### src/rtl/sample_buffer_ring_if.sv
// Bus bundle for sample_buffer_ring: host/stream control in, registered read data and FIFO status out.
interface sample_buffer_ring_if #(
  parameter int DATA_WIDTH = 16,
  parameter int ADDR_WIDTH = 4
);
  logic                  mode;
  logic [ADDR_WIDTH-1:0] address;
  logic [DATA_WIDTH-1:0] data_in;
  logic                  write;
  logic                  rd_en;
  logic                  output_enable;
  logic                  clear_flags;
  logic [DATA_WIDTH-1:0] data_out;
  logic                  out_valid;
  logic [ADDR_WIDTH:0]   count;
  logic                  full;
  logic                  empty;
  logic                  overflow;
  logic                  underflow;

  modport master (
    output mode, address, data_in, write, rd_en, output_enable, clear_flags,
    input  data_out, out_valid, count, full, empty, overflow, underflow
  );

  modport slave (
    input  mode, address, data_in, write, rd_en, output_enable, clear_flags,
    output data_out, out_valid, count, full, empty, overflow, underflow
  );
endinterface

### src/rtl/sample_buffer_ring.sv
// Shared sample store usable as an addressed RAM (mode=0) or a ring FIFO (mode=1).
module sample_buffer_ring #(
  parameter int DATA_WIDTH = 16,
  parameter int ADDR_WIDTH = 4
) (
  input logic                  clk,
  input logic                  rst_n,
  sample_buffer_ring_if.slave  bus
);
  localparam int DEPTH = 1 << ADDR_WIDTH;
  localparam logic [ADDR_WIDTH:0] C_DEPTH = (ADDR_WIDTH+1)'(DEPTH);

  logic [DATA_WIDTH-1:0] r_mem [DEPTH];
  logic                  r_mode_q;
  logic [ADDR_WIDTH-1:0] r_wr_ptr, r_rd_ptr;
  logic [ADDR_WIDTH:0]   r_count;
  logic [DATA_WIDTH-1:0] r_data_out;
  logic                  r_out_valid, r_overflow, r_underflow;

  logic                  w_switch, w_full, w_empty, w_fifo;
  logic                  w_pop, w_push, w_ovf_evt, w_unf_evt, w_mem_we;
  logic [ADDR_WIDTH-1:0] w_mem_waddr, w_mem_raddr;

  assign w_full   = (r_count == C_DEPTH);
  assign w_empty  = (r_count == '0);
  // A mode change swallows that cycle's strobes entirely.
  assign w_switch = (bus.mode != r_mode_q);
  assign w_fifo   = bus.mode && !w_switch;

  assign w_pop     = w_fifo && bus.rd_en && bus.output_enable && !w_empty;
  assign w_push    = w_fifo && bus.write && (!w_full || w_pop);
  assign w_ovf_evt = w_fifo && bus.write && w_full && !w_pop;
  // No show-ahead: a push landing this cycle cannot satisfy a pop on empty.
  assign w_unf_evt = w_fifo && bus.rd_en && bus.output_enable && w_empty;

  assign w_mem_we    = rst_n && (w_push || (!bus.mode && !w_switch && bus.write));
  assign w_mem_waddr = bus.mode ? r_wr_ptr : bus.address;
  assign w_mem_raddr = bus.mode ? r_rd_ptr : bus.address;

  // Storage is deliberately not reset so RAM contents survive rst_n and mode flips.
  always_ff @(posedge clk) begin
    if (w_mem_we) r_mem[w_mem_waddr] <= bus.data_in;
  end

  always_ff @(posedge clk) begin
    if (!rst_n) begin
      r_mode_q    <= bus.mode;
      r_wr_ptr    <= '0;
      r_rd_ptr    <= '0;
      r_count     <= '0;
      r_data_out  <= '0;
      r_out_valid <= 1'b0;
      r_overflow  <= 1'b0;
      r_underflow <= 1'b0;
    end else begin
      r_mode_q <= bus.mode;
      if (w_switch) begin
        r_wr_ptr    <= '0;
        r_rd_ptr    <= '0;
        r_count     <= '0;
        r_data_out  <= '0;
        r_out_valid <= 1'b0;
      end else if (!bus.mode) begin
        // Read-first: the nonblocking read sees the word before this cycle's write.
        r_out_valid <= bus.output_enable;
        r_data_out  <= bus.output_enable ? r_mem[w_mem_raddr] : '0;
      end else begin
        if (w_push) r_wr_ptr <= r_wr_ptr + 1'b1;
        if (w_pop)  r_rd_ptr <= r_rd_ptr + 1'b1;
        if (w_push && !w_pop)      r_count <= r_count + 1'b1;
        else if (w_pop && !w_push) r_count <= r_count - 1'b1;
        r_out_valid <= w_pop;
        if (w_pop)                      r_data_out <= r_mem[w_mem_raddr];
        else if (!bus.output_enable)    r_data_out <= '0;
      end
      r_overflow  <= w_ovf_evt || (r_overflow  && !bus.clear_flags);
      r_underflow <= w_unf_evt || (r_underflow && !bus.clear_flags);
    end
  end

  assign bus.data_out  = r_data_out;
  assign bus.out_valid = r_out_valid;
  assign bus.count     = r_count;
  assign bus.full      = w_full;
  assign bus.empty     = w_empty;
  assign bus.overflow  = r_overflow;
  assign bus.underflow = r_underflow;
endmodule

### src/flat_wrapper.sv
// flat-port wrapper written by rule: the top's interface ports become plain ports
module sample_buffer_ring_flat 
#(
  parameter int DATA_WIDTH = 16,
  parameter int ADDR_WIDTH = 4
)
  (clk, rst_n, bus_mode, bus_address, bus_data_in, bus_write, bus_rd_en, bus_output_enable, bus_clear_flags, bus_data_out, bus_out_valid, bus_count, bus_full, bus_empty, bus_overflow, bus_underflow);
  sample_buffer_ring_if #(.DATA_WIDTH(DATA_WIDTH), .ADDR_WIDTH(ADDR_WIDTH)) bus_i ();
  input logic clk;
  input logic rst_n;
  input wire logic [$bits(bus_i.mode)-1:0] bus_mode;
  input wire logic [$bits(bus_i.address)-1:0] bus_address;
  input wire logic [$bits(bus_i.data_in)-1:0] bus_data_in;
  input wire logic [$bits(bus_i.write)-1:0] bus_write;
  input wire logic [$bits(bus_i.rd_en)-1:0] bus_rd_en;
  input wire logic [$bits(bus_i.output_enable)-1:0] bus_output_enable;
  input wire logic [$bits(bus_i.clear_flags)-1:0] bus_clear_flags;
  output wire logic [$bits(bus_i.data_out)-1:0] bus_data_out;
  output wire logic [$bits(bus_i.out_valid)-1:0] bus_out_valid;
  output wire logic [$bits(bus_i.count)-1:0] bus_count;
  output wire logic [$bits(bus_i.full)-1:0] bus_full;
  output wire logic [$bits(bus_i.empty)-1:0] bus_empty;
  output wire logic [$bits(bus_i.overflow)-1:0] bus_overflow;
  output wire logic [$bits(bus_i.underflow)-1:0] bus_underflow;
  assign bus_i.mode = bus_mode;
  assign bus_i.address = bus_address;
  assign bus_i.data_in = bus_data_in;
  assign bus_i.write = bus_write;
  assign bus_i.rd_en = bus_rd_en;
  assign bus_i.output_enable = bus_output_enable;
  assign bus_i.clear_flags = bus_clear_flags;
  assign bus_data_out = bus_i.data_out;
  assign bus_out_valid = bus_i.out_valid;
  assign bus_count = bus_i.count;
  assign bus_full = bus_i.full;
  assign bus_empty = bus_i.empty;
  assign bus_overflow = bus_i.overflow;
  assign bus_underflow = bus_i.underflow;
  sample_buffer_ring #(.DATA_WIDTH(DATA_WIDTH), .ADDR_WIDTH(ADDR_WIDTH)) u_core (.clk(clk), .rst_n(rst_n), .bus(bus_i));
endmodule
### config.mk
export PLATFORM = sky130hd
export DESIGN_NAME = sample_buffer_ring_flat
export DESIGN_NICKNAME = d
export VERILOG_FILES = /design/src/rtl/sample_buffer_ring_if.sv /design/src/rtl/sample_buffer_ring.sv /design/src/flat_wrapper.sv
export SDC_FILE = /design/constraint.sdc
export NUM_CORES = 1
export LEC_CHECK = 0
export CAP_MARGIN = 20
export CORE_MARGIN = 1
export CORE_UTILIZATION = 51
export CTS_BUF_LIST = sky130_fd_sc_hd__clkbuf_8
export DETAILED_ROUTE_END_ITERATION = 6
export PLACE_DENSITY = 0.69
export SYNTH_ARGS = -nofsm -noshare
export SYNTH_HDL_FRONTEND = slang
export SYNTH_SLANG_ARGS = --single-unit
### constraint.sdc
create_clock -name clk -period 4.9 [get_ports clk]
set_input_delay 0.735 -clock clk [delete_from_list [all_inputs] [get_ports clk]]
set_output_delay 0.735 -clock clk [all_outputs]
set_load 0.005 [all_outputs]
==> impl_metrics.tcl <==
set metrics [dict create \
    outcome "finished with violations" \
    violations "design-rule violations" \
    portBuffers 52 \
    ant_nets 0 \
    crit_fanout 32 \
    async_flop_share_pct 0 \
    hold_path.startpoint "u_core.bus.data_out[13]$_SDFFE_PP0P_" \
    cts-htree-levels 2 \
    ys_warn_count 0 \
    powerDensity_mw_per_mm2 338.0 \
    hold_class "register to register" \
    critPathCaptureType "register" \
    final_common_cell "edfxtp_1" \
    gr-total-overflow 0 \
    post_route_cells_drive_above_1_share_pct 11.21 \
    ys_ff_latch 289 \
    die-area_mm2 0.02593 \
    peakVddDrop_uv 258.3 \
    fin_tns_setup_ns 0 \
    min_period_ns 3.368 \
    postSynthCellCount 1045 \
    num_vias 9150 \
    wl_um 34760 \
    ys_seq_area_share_pct 64.72 \
    path_cells "clkdlybuf4s50_1 -> buf_4 -> nor2b_4 -> buf_4 -> a22oi_1 -> o22ai_1 -> nor3_1 -> o41ai_1 -> nand2_1" \
    crit_required_ns 5.35 \
    via_per_inst 6.203 \
    grt_pass1_wl_um 52600 \
    syn_area_per_cell_um2 12.34 \
    reg2reg_from "u_core.r_rd_ptr[0]$_SDFFE_PP0P_" \
    finalSetupViolCount 0 \
    hold_path_end "u_core.bus.data_out[13]$_SDFFE_PP0P_" \
    critPathSlowestCell "nor2b_4" \
    power_w 0.004972 \
    cp.buffers_inverters 3 \
    rr_endpoint "u_core.bus.data_out[8]$_SDFFE_PP0P_" \
    rows 57 \
    ff2ff_setup_slack_ns 2.04 \
    hold_path_depth 2 \
    arrival_ns 3.81 \
    post_cts_buffers 0 \
    antenna_cells 0 \
    final.setup_skew_ns 0.03278 \
    met2_usage_pct 43.59 \
    syn_nets 1081 \
    die_w_um 161.0 \
    met3_usage_pct 4.674 \
    cts_tree "yes" \
    place_hpwl_um 20220 \
    ys_types 51 \
    slew_violations 0 \
    avgRoutedWirePerCell_um 23.57 \
    clk_path_buf_depth 3 \
    max-slew-margin-rel_pct 19.82 \
    cp_common_cell "buf_4" \
    synth_enable_flop_cells 256 \
    critPathTopFamily "buffers and inverters" \
    ys.flop_type "edfxtp_1" \
    hold_viol 0 \
    num_io_pins 53 \
    ctsHoldBuffers 0 \
    fin_crit_sh_pct 68.74 \
    grt_pass1_vias 8760 \
    drtIter0Drc 978 \
    root_buffer "clkbuf_8" \
    coreArea_mm2 0.02453 \
    r2r_cells 6 \
    gp_congestion 0.8382 \
    max_stage_delay_ns 0.87 \
    clkLatencyLatePin_ns 0.57 \
    post_cts_resized 0 \
    syn_to_final_growth_pct 14.05 \
    synth_area_mm2 0.01290 \
    antenna_found_initial 0 \
    busiest_layer "met2" \
    layout_common_cells "edfxtp_1, nand2b_1, a22oi_1, nand2_1, a21oi_1" \
    grt_max_degree 86 \
    initial_utilization_pct 52.58 \
    track_usage_pct 27.20 \
    die_h_um 161.0 \
    path_clk_slew_ns 0.06 \
    maxCapViolCount 0 \
    first_pass_iters 7 \
    route.detailed.drc 1 \
    met1_usage_pct 37.73 \
    rsz0062_at_grt "no" \
    critPathLaunchType "input port" \
    numCtsBuffers 47 \
    tightest_slew_ns 1.203 \
    worstSetupPathType "input port to register" \
    timing.fmax_ghz 0.2969 \
    leakagePower_nw 4.961 \
    clock-sinks 289 \
    layout.nets 1149 \
]
report_power, final:
| part | total (W) | switching (W) | leakage [nW] | internal, W |
|---|---|---|---|---|
| clock network | 0.00194 | 0.000956 | 0.520 | 0.000983 |
| registers | 0.00270 | 0.00000699 | 2.57 | 0.00269 |
| logic | 0.000334 | 0.000213 | 1.87 | 0.000121 |
layout make-up:
cell class | instances | area [um2]
clock inverters | 35 | 161.4
repair buffers | 86 | 794.5
flip-flops and latches | 289 | 8349
clock buffers | 52 | 715.7
inverters | 16 | 60.06
multi-input cells | 673 | 4224
well taps | 324 | 405.4
fillers | 1983 | 9823
tightest hold or removal path, cell delays in order (launching register included):
cell     delay, ns
dfxtp_1       0.31
nand2_1       0.05
nand2_1       0.04
how the worst max path moves through the flow:
stage,startpoint,endpoint,slack (ns),cells after the start
after detailed placement,bus_mode,u_core.bus.data_out[6]$_SDFFE_PP0P_,0.94,9
after CTS,bus_mode,u_core.r_mem[0][13]$_DFFE_PP_,1.55,8
final,bus_mode,u_core.bus.data_out[6]$_SDFFE_PP0P_,1.53,9
after global routing,bus_mode,u_core.bus.data_out[8]$_SDFFE_PP0P_,1.34,8
after global placement,bus_mode,u_core.bus.data_out[8]$_SDFFE_PP0P_,1.06,8
after floorplan,bus_mode,u_core.r_mem[13][0]$_DFFE_PP_,2.05,7
cell usage after synthesis, drive strengths merged (4+ instances only):
| cell type | number | area share [%] |
|---|---|---|
| o21ai | 39 | 1.5 |
| ha | 8 | 0.78 |
| edfxtp | 256 | 60 |
| and2 | 6 | 0.29 |
| nand2 | 70 | 2.0 |
| o41ai | 14 | 0.95 |
| o22ai | 47 | 2.3 |
| nor3 | 44 | 1.7 |
| nand2b | 177 | 8.6 |
| a22oi | 84 | 4.9 |
| a22o | 9 | 0.61 |
| buf | 32 | 1.5 |
| mux2i | 6 | 0.47 |
| nor2b | 7 | 0.34 |
| clkbuf | 35 | 1.0 |
| nor4 | 4 | 0.24 |
| inv | 16 | 0.47 |
| a221oi | 13 | 0.88 |
| a32oi | 6 | 0.52 |
| nor2 | 36 | 1.1 |
| dfxtp | 33 | 5.1 |
| a21oi | 63 | 2.5 |
| xnor2 | 9 | 0.61 |
registers in the layout (all words and copies together), names as in the netlist:
name / cells
u_core.bus.count: 5
u_core.r_wr_ptr: 4
u_core.bus.data_out: 16
u_core.r_mem: 256
u_core.r_mode_q: 1
u_core.bus.overflow: 1
u_core.bus.underflow: 1
u_core.bus.out_valid: 1
u_core.r_rd_ptr: 4
through the flow:
stage | setup WS [ns] | hold slack, ns | cell area (um2) | std cells | utilization (%)
floorplan | 2.048 | 0.4345 | 12900 | 1045 | -
finish | 1.532 | 0.4368 | 14710 | 1475 | 59.96
global route | 1.344 | 0.4577 | 14710 | 1475 | 59.96
detailed placement | 0.9395 | 0.4318 | 13810 | 1386 | 56.28
global placement | 1.061 | 0.4267 | 13810 | 1386 | 56.28
CTS | 1.550 | 0.4401 | 14680 | 1473 | 59.85
cells by family after synthesis:
| family | after synthesis | share of synthesized area, % |
|---|---|---|
| multiplexers | 8 | 0.6693 |
| XOR/XNOR | 10 | 0.6791 |
| flip-flops | 289 | 64.72 |
| adder cells (fa/ha/maj) | 9 | 0.9313 |
| buffers and inverters | 83 | 3.017 |
| AND/OR/NAND/NOR | 356 | 14.89 |
| AO/OA/AOI/OAI | 290 | 15.09 |
per-layer routing:
layer  share of wire (%)  vias up
li1                    -     4091
met1                  41     4528
met2                  47      460
met3                 8.6       71
met4                 2.7        0
met5                   0        -
Note: power is estimated with default switching activity, not from simulation.
